<file path="src/rtl/pe_seq_controller.sv">
// Main sequencer for the conv PE: start handshake, start-pointer search, N-stage pipeline fill/drain,
// filter/stride/IFMAP stepping, psum read-modify-write, abort and sticky error stall. Option: PE_PERF_CNT_EN.
module pe_seq_controller #(
   parameter int FILTER_ADDR_WIDTH = 8,
   parameter int PIPE_DEPTH        = 3,
   parameter int NUM_CH            = 1
) (
   input  logic                         clk,
   input  logic                         reset_n,
   input  logic                         start,
   input  logic                         abort,
   input  logic                         if_empty,
   input  logic                         reading_empty,
   input  logic [FILTER_ADDR_WIDTH-1:0] filter_waddr,
   input  logic [NUM_CH-1:0]            ch_cannot_read,
   input  logic                         sp_valid,
   input  logic                         f_co,
   input  logic                         go_next_stride,
   input  logic                         stride_ended,
   input  logic                         go_next_filter,
   input  logic                         is_last_filter,
   input  logic                         psum_mode,
   input  logic                         psum_valid,
   input  logic                         can_read_psum,
   input  logic                         psum_co,
   input  logic [1:0]                   wr_stall,
   input  logic                         error,
   output logic                         chip_en,
   output logic                         global_rst,
   output logic                         en_p_traverse,
   output logic [PIPE_DEPTH-1:0]        stage_en,
   output logic                         en_f_counter,
   output logic                         rst_f_counter,
   output logic                         next_stride,
   output logic                         next_filter,
   output logic                         rst_stride,
   output logic                         next_start,
   output logic                         rst_ctx,
   output logic                         psum_ren,
   output logic                         next_psum_raddr,
   output logic                         next_psum_waddr,
   output logic                         done,
   output logic                         stall_signal,
   output logic                         busy
`ifdef PE_PERF_CNT_EN
   ,
   output logic [31:0]                  freeze_cycles
`endif
);

   localparam int CW = (PIPE_DEPTH > 2) ? $clog2(PIPE_DEPTH) : 1;
   localparam logic [CW-1:0] FC_LAST = CW'(PIPE_DEPTH - 2);
   localparam logic [CW-1:0] DC_LAST = CW'(PIPE_DEPTH - 1);

   typedef enum logic [3:0] {
      S_IDLE      = 4'd0,
      S_ARM       = 4'd1,
      S_WAIT_DATA = 4'd2,
      S_FIND_SP   = 4'd3,
      S_FILL      = 4'd4,
      S_RUN       = 4'd5,
      S_NEXT_IF   = 4'd6,
      S_UPDATE_SP = 4'd7,
      S_NEXT_PSUM = 4'd8,
      S_READ_REQ  = 4'd9,
      S_WRITE_REQ = 4'd10,
      S_WAIT_WR   = 4'd11,
      S_ADD_NEXT  = 4'd12,
      S_DRAIN     = 4'd13,
      S_STALL     = 4'd14
   } state_t;

   state_t        state_q, state_d;
   logic [CW-1:0] fc_q, fc_d, dc_q, dc_d;
   logic          freeze_s, run_s;

   assign freeze_s = reading_empty | (|ch_cannot_read) | ~sp_valid | (is_last_filter & go_next_filter);
   assign run_s    = ~freeze_s & ~f_co;

   // State and fill/drain counters
   always_ff @(posedge clk or negedge reset_n) begin
      if (!reset_n) begin
         state_q <= S_IDLE;
         fc_q    <= '0;
         dc_q    <= '0;
      end else begin
         state_q <= state_d;
         fc_q    <= fc_d;
         dc_q    <= dc_d;
      end
   end

   // Next-state and per-state outputs; abort/error overrides applied last
   always_comb begin
      state_d         = state_q;
      fc_d            = fc_q;
      dc_d            = dc_q;
      global_rst      = 1'b0;
      en_p_traverse   = 1'b0;
      stage_en        = '0;
      en_f_counter    = 1'b0;
      rst_f_counter   = 1'b0;
      next_stride     = 1'b0;
      next_filter     = 1'b0;
      rst_stride      = 1'b0;
      next_start      = 1'b0;
      rst_ctx         = 1'b0;
      psum_ren        = 1'b0;
      next_psum_raddr = 1'b0;
      next_psum_waddr = 1'b0;
      done            = 1'b0;
      stall_signal    = 1'b0;
      case (state_q)
         S_IDLE: begin
            if (start) state_d = S_ARM;
            else       state_d = S_IDLE;
         end
         S_ARM: begin
            global_rst = 1'b1;
            if (!start) state_d = S_WAIT_DATA;
            else        state_d = S_ARM;
         end
         S_WAIT_DATA: begin
            if (!if_empty && (filter_waddr != '0)) state_d = S_FIND_SP;
            else                                   state_d = S_WAIT_DATA;
         end
         S_FIND_SP: begin
            en_p_traverse = ~sp_valid;
            if (sp_valid) state_d = S_FILL;
            else          state_d = S_FIND_SP;
         end
         S_FILL: begin
            for (int k = 0; k < PIPE_DEPTH; k++) begin
               stage_en[k] = ~freeze_s && (CW'(k) <= fc_q);
            end
            if (freeze_s)              fc_d = fc_q;
            else if (fc_q == FC_LAST)  state_d = S_RUN;
            else                       fc_d = fc_q + {{(CW-1){1'b0}}, 1'b1};
         end
         S_RUN: begin
            stage_en     = {PIPE_DEPTH{run_s}};
            en_f_counter = run_s;
            next_stride  = run_s & go_next_stride & ~stride_ended;
            next_filter  = ~freeze_s & go_next_filter;
            rst_stride   = ~freeze_s & go_next_filter;
            if (psum_mode)                            state_d = S_READ_REQ;
            else if (is_last_filter && go_next_filter) state_d = S_NEXT_IF;
            else if (f_co && !freeze_s)               state_d = S_NEXT_PSUM;
            else                                      state_d = S_RUN;
         end
         S_NEXT_IF: begin
            rst_ctx    = 1'b1;
            rst_stride = 1'b1;
            state_d    = S_UPDATE_SP;
         end
         S_UPDATE_SP: begin
            next_start = 1'b1;
            state_d    = S_RUN;
         end
         S_NEXT_PSUM: begin
            rst_f_counter   = 1'b1;
            next_psum_waddr = 1'b1;
            if (psum_mode)    state_d = S_READ_REQ;
            else if (psum_co) state_d = S_DRAIN;
            else              state_d = S_RUN;
         end
         S_READ_REQ: begin
            psum_ren = can_read_psum;
            if (psum_valid) state_d = S_WRITE_REQ;
            else            state_d = S_READ_REQ;
         end
         S_WRITE_REQ: begin
            rst_f_counter = 1'b1;
            state_d       = S_WAIT_WR;
         end
         S_WAIT_WR: begin
            case (wr_stall)
               2'b10:   state_d = S_ADD_NEXT;
               2'b11:   state_d = S_DRAIN;
               default: state_d = S_WAIT_WR;
            endcase
         end
         S_ADD_NEXT: begin
            next_psum_raddr = 1'b1;
            state_d         = S_READ_REQ;
         end
         S_DRAIN: begin
            for (int k = 0; k < PIPE_DEPTH; k++) begin
               stage_en[k] = (CW'(k) > dc_q);
            end
            if (dc_q == DC_LAST) begin
               done    = 1'b1;
               state_d = S_IDLE;
            end else begin
               dc_d = dc_q + {{(CW-1){1'b0}}, 1'b1};
            end
         end
         S_STALL: begin
            stall_signal = 1'b1;
            state_d      = S_STALL;
         end
         default: state_d = S_IDLE;
      endcase

      // Abort silences every action output for the cycle it is seen
      if (abort && (state_q != S_IDLE) && (state_q != S_STALL)) begin
         state_d         = S_IDLE;
         global_rst      = 1'b0;
         en_p_traverse   = 1'b0;
         stage_en        = '0;
         en_f_counter    = 1'b0;
         rst_f_counter   = 1'b0;
         next_stride     = 1'b0;
         next_filter     = 1'b0;
         rst_stride      = 1'b0;
         next_start      = 1'b0;
         rst_ctx         = 1'b0;
         psum_ren        = 1'b0;
         next_psum_raddr = 1'b0;
         next_psum_waddr = 1'b0;
         done            = 1'b0;
      end else begin
         state_d = state_d;
      end
      if (error && (state_q != S_IDLE)) begin
         state_d = S_STALL;
         done    = 1'b0;
      end else begin
         state_d = state_d;
      end
      if (state_d != S_FILL)  fc_d = '0;
      else                    fc_d = fc_d;
      if (state_d != S_DRAIN) dc_d = '0;
      else                    dc_d = dc_d;
   end

   assign chip_en = (state_q != S_IDLE);
   assign busy    = (state_q != S_IDLE) && (state_q != S_STALL);

`ifdef PE_PERF_CNT_EN
   logic [31:0] fcnt_q, fcnt_d;

   // Saturating count of frozen RUN/FILL cycles, cleared when a run is armed
   always_comb begin
      fcnt_d = fcnt_q;
      if (state_q == S_ARM)
         fcnt_d = 32'd0;
      else if (((state_q == S_RUN) || (state_q == S_FILL)) && freeze_s && (fcnt_q != 32'hFFFF_FFFF))
         fcnt_d = fcnt_q + 32'd1;
      else
         fcnt_d = fcnt_q;
   end

   // Perf counter register
   always_ff @(posedge clk or negedge reset_n) begin
      if (!reset_n) fcnt_q <= 32'd0;
      else          fcnt_q <= fcnt_d;
   end

   assign freeze_cycles = fcnt_q;
`endif

endmodule
</file>
<file path="config.mk">
export PLATFORM = sky130hd
export DESIGN_NAME = pe_seq_controller
export DESIGN_NICKNAME = d
export VERILOG_FILES = /design/src/rtl/pe_seq_controller.sv
export SDC_FILE = /design/constraint.sdc
export NUM_CORES = 1
export LEC_CHECK = 0
export ABC_AREA = 1
export ABC_CLOCK_PERIOD_IN_PS = 3900
export BUFFER_PORTS_ARGS = -buffer_cell sky130_fd_sc_hd__buf_2
export CAP_MARGIN = 10
export CORE_MARGIN = 5
export CORE_UTILIZATION = 51
export CTS_CLUSTER_DIAMETER = 50
export CTS_CLUSTER_SIZE = 16
export DETAILED_ROUTE_END_ITERATION = 7
export PLACE_DENSITY = 0.85
export RECOVER_POWER = 100
export SLEW_MARGIN = 20
export SYNTH_ARGS = -nofsm -noshare
export SYNTH_HDL_FRONTEND = slang
export SYNTH_SLANG_ARGS = --single-unit
</file>
<file path="constraint.sdc">
create_clock -name clk -period 3.9 [get_ports clk]
set_input_delay 0.39 -clock clk [delete_from_list [all_inputs] [get_ports clk]]
set_output_delay 0.39 -clock clk [all_outputs]
set_load 0.005 [all_outputs]
</file>
==> flow_summary_export.csv <==
group,metric,value,unit
critical_path,required,3.51,ns
routing,wl_per_cell,10.9,microns
synth,async_reset_ff_frac,1.00,
sta,fmax,351,MHz
cells_and_area,final_area,1330,sq um
sta,slew_headroom,0.702,
min_path,min_path_cells,3,
synth,synthesis.nets,216,
critical_path,cpMaxStageDelayCell,"dfrtp_1",
power_and_ir_drop,clkPwrFrac,0.105,
global_routing,antenna_found_initial,0,
sta,worst_slack,1.05,ns
clock_tree,cts_tree,"built",
floorplanning,design.portCount,47,
synth,seq_area_frac_synth,0.181,
cells_and_area,area_delta_synth_final,20.1,%
synth,synth_top_cells_by_count,"nand2_1 (40), inv_1 (37), nor2_1 (25), nand3_1 (17), dfrtp_1 (8)",
power_and_ir_drop,vdd_drop_max,389,uV
sta,slew_viol_final,0,
global_routing,track_usage,0.177,
power_and_ir_drop,p_int,262,uW
sta,worst_pin_slew,0.446,ns
floorplanning,core,2020,sq um
synth,syn_inst,183,
floorplanning,die_w,56.6,microns
routing,drc,0,
routing,dr.pass1.iters,4,
placed_design,place_ws,1.79,ns
synth,syn_area,1110,sq um
clock_tree,clock-sinks,8,
routing,detail-route-antenna-nets,0,
routing,drt_wl_total,2.82,mm
power_and_ir_drop,p_seq_frac,0.245,
clock_tree,clkLatencyLatePin,0.25,ns
routing,wl_met3,182,microns
clock_tree,cts_buffers,3,
critical_path,path_buf_inv,2,
critical_path,start_kind,"flop",
power_and_ir_drop,power.leakage,0.733,nW
critical_path,crit_path_max_incr_delay,0.46,ns
synth,synth_area_leaders,"dfrtp_1 (18%), nand2_1 (14%), inv_1 (13%)",
critical_path,crit_family,"simple AND/OR/NAND/NOR gates",
critical_path,crit_cells,6,
sta,finalSetupTns,0,ns
critical_path,r2r_cells,8,
floorplanning,die_y,56.6,microns
routing,wl_met2,1.35,mm
sta,fin_crit_sh,0.730,
power_and_ir_drop,power_frac_comb,0.650,
clock_tree,h-tree-depth,1,
synth,synth_cell_types,30,
placed_design,place_area,1360,sq um
global_routing,grt_pass1_vias,1141,
routing,routed.top_layer,"met4",
routing,vias_per_cell,4.82,
synth,yosysWarningCount,0,
routing,drt-initial-drc-count,35,
sta,fin_skew,0.00432,ns
synth,synth_edf_count,0,
placed_design,place_congestion,0.921,
placed_design,dp_hpwl,2.39,mm
global_routing,grt_max_degree,11,
cells_and_area,drive_above_1_share,0.228,
job,maxCapViolCount,0,
power_and_ir_drop,p_sw_frac,0.544,
sta,rsz0062_at_grt,"no",
critical_path,worstPathMaxFanout,10,
outcome,status,"finished clean",
cells_and_area,nets,267,
clock_tree,cts-root-buf,"clkbuf_4",
critical_path,endpoint_kind,"primary output",
sta,period_minus_slack,2.85,ns
routing,route.vias.total,1248,
power_and_ir_drop,p_switching,312,uW
clock_tree,cts.path.max_buffers,2,
cells_and_area,n_antenna_cell,0,
min_path,min_path_type,"in2reg",
synth,synth_most_common_cell,"nand2_1",
sta,hold_viol,0,
synth,ys_ff_latch,8,
clock_tree,clk_pin_slew,0.05,ns
synth,synth_top_flop_cell,"dfrtp_1",
critical_path,worst-endpoint-arrival,2.46,ns
sta,setup_viol,0,
critical_path,crit_chain,"nor2_1 -> nand2_1 -> nand3_1 -> clkinvlp_2 -> a311oi_1 -> clkbuf_1",
floorplanning,rows,16,
placed_design,port_buffers,46,
synth,yosysTopAreaCell,"dfrtp_1",
routing,drt-met1-wl,1.27,mm
critical_path,crit_type,"reg2out",
global_routing,overflow,0,
floorplanning,die-area,3200,sq um
floorplanning,start_util,0.548,
synth,netlist.area_leader.share,0.181,
global_routing,grt_pass1_wl,4.70,mm
synth,avgSynthCellArea,6.05,sq um
power_and_ir_drop,p_per_area,432,nW/um^2
-- cell usage in the layout (no fill, tap or decap), types with 2 or more instances in the layout --
cell type / n
dfrtp_1: 8
nand4_1: 3
a21oi_1: 5
inv_1: 39
clkbuf_1: 9
nor2_4: 3
nor2_1: 28
nor3_1: 5
o21ai_0: 5
nor4_1: 2
mux2_2: 2
buf_2: 36
clkbuf_4: 3
nor2_2: 2
nand2_1: 43
ha_1: 5
nand3_1: 18
xor2_1: 2
or2_2: 2
-- what timing repair did --
item                                   CTS  global route
resized for setup                        0             0
endpoints found under the hold margin    8             0
setup endpoints to repair                0             0
hold buffers                             1             0
buffers inserted                         0             0
-- final timing paths --
check,startpoint,end,slack (ns)
worst max-delay path,state_q[3],stage_en[0],1.05
worst min-delay path,error,state_q[2],0.40
worst max register to register,state_q[3],fc_q[0],1.40
worst min register to register,fc_q[0],fc_q[0],0.59
max in group asynchronous,reset_n,state_q[3],3.03
min in group asynchronous,reset_n,fc_q[0],0.59
-- cell type report --
| class | count | area [sq um] |
|---|---|---|
| Inverter | 41 | 156 |
| Clock buffer | 3 | 22.5 |
| Timing Repair Buffer | 47 | 229 |
| Sequential cell | 8 | 200 |
| Fill cell | 212 | 692 |
| Tap cell | 27 | 33.8 |
| Multi-Input combinational cell | 133 | 688 |
-- cell families (layout without fill, tap and decap cells) --
| family | Yosys count | after routing | synth area share |
|---|---|---|---|
| adder cells (fa/ha/maj) | 5 | 5 | 0.0565 |
| XOR/XNOR | 2 | 2 | 0.0158 |
| multiplexers | 2 | 2 | 0.0203 |
| buffers and inverters | 42 | 91 | 0.149 |
| flip-flops | 8 | 8 | 0.181 |
| AND/OR/NAND/NOR | 111 | 111 | 0.506 |
| AO/OA/AOI/OAI | 13 | 13 | 0.0712 |
-- per-layer routing --
layer,vias up,track usage
li1,671,-
met1,539,0.227
met2,36,0.299
met3,2,0.0206
met4,0,0.0678
met5,-,0
-- state kept, by name, summed over array words and instances, names as in the netlist --
register	flops
dc_q	2
state_q	4
fc_q	2
-- power by group through the flow --
| stage | logic (mW) | registers (mW) | clock network [mW] |
|---|---|---|---|
| floorplan | 0.311 | 0.127 | 0 |
| global placement | 0.398 | 0.146 | 0 |
| detailed placement | 0.403 | 0.145 | 0 |
| CTS | 0.403 | 0.144 | 0.0633 |
| global route | 0.422 | 0.145 | 0.0655 |
| finish | 0.373 | 0.141 | 0.0603 |
-- tightest hold or removal path: stages --
cell	delay, ns
buf_2	0.07
nand2_1	0.07
nand2_1	0.07
-- per-stage QoR --
step | power (mW) | hold slack, ns | util | instances
floorplan | 0.439 | 0.0944 | - | 183
global placement | 0.543 | 0.235 | 0.675 | 255
detailed placement | 0.548 | 0.235 | 0.675 | 255
CTS | 0.610 | 0.396 | 0.691 | 259
global route | 0.632 | 0.425 | 0.658 | 259
finish | 0.574 | 0.402 | 0.658 | 259
Note: power is estimated with default switching activity, not from simulation.
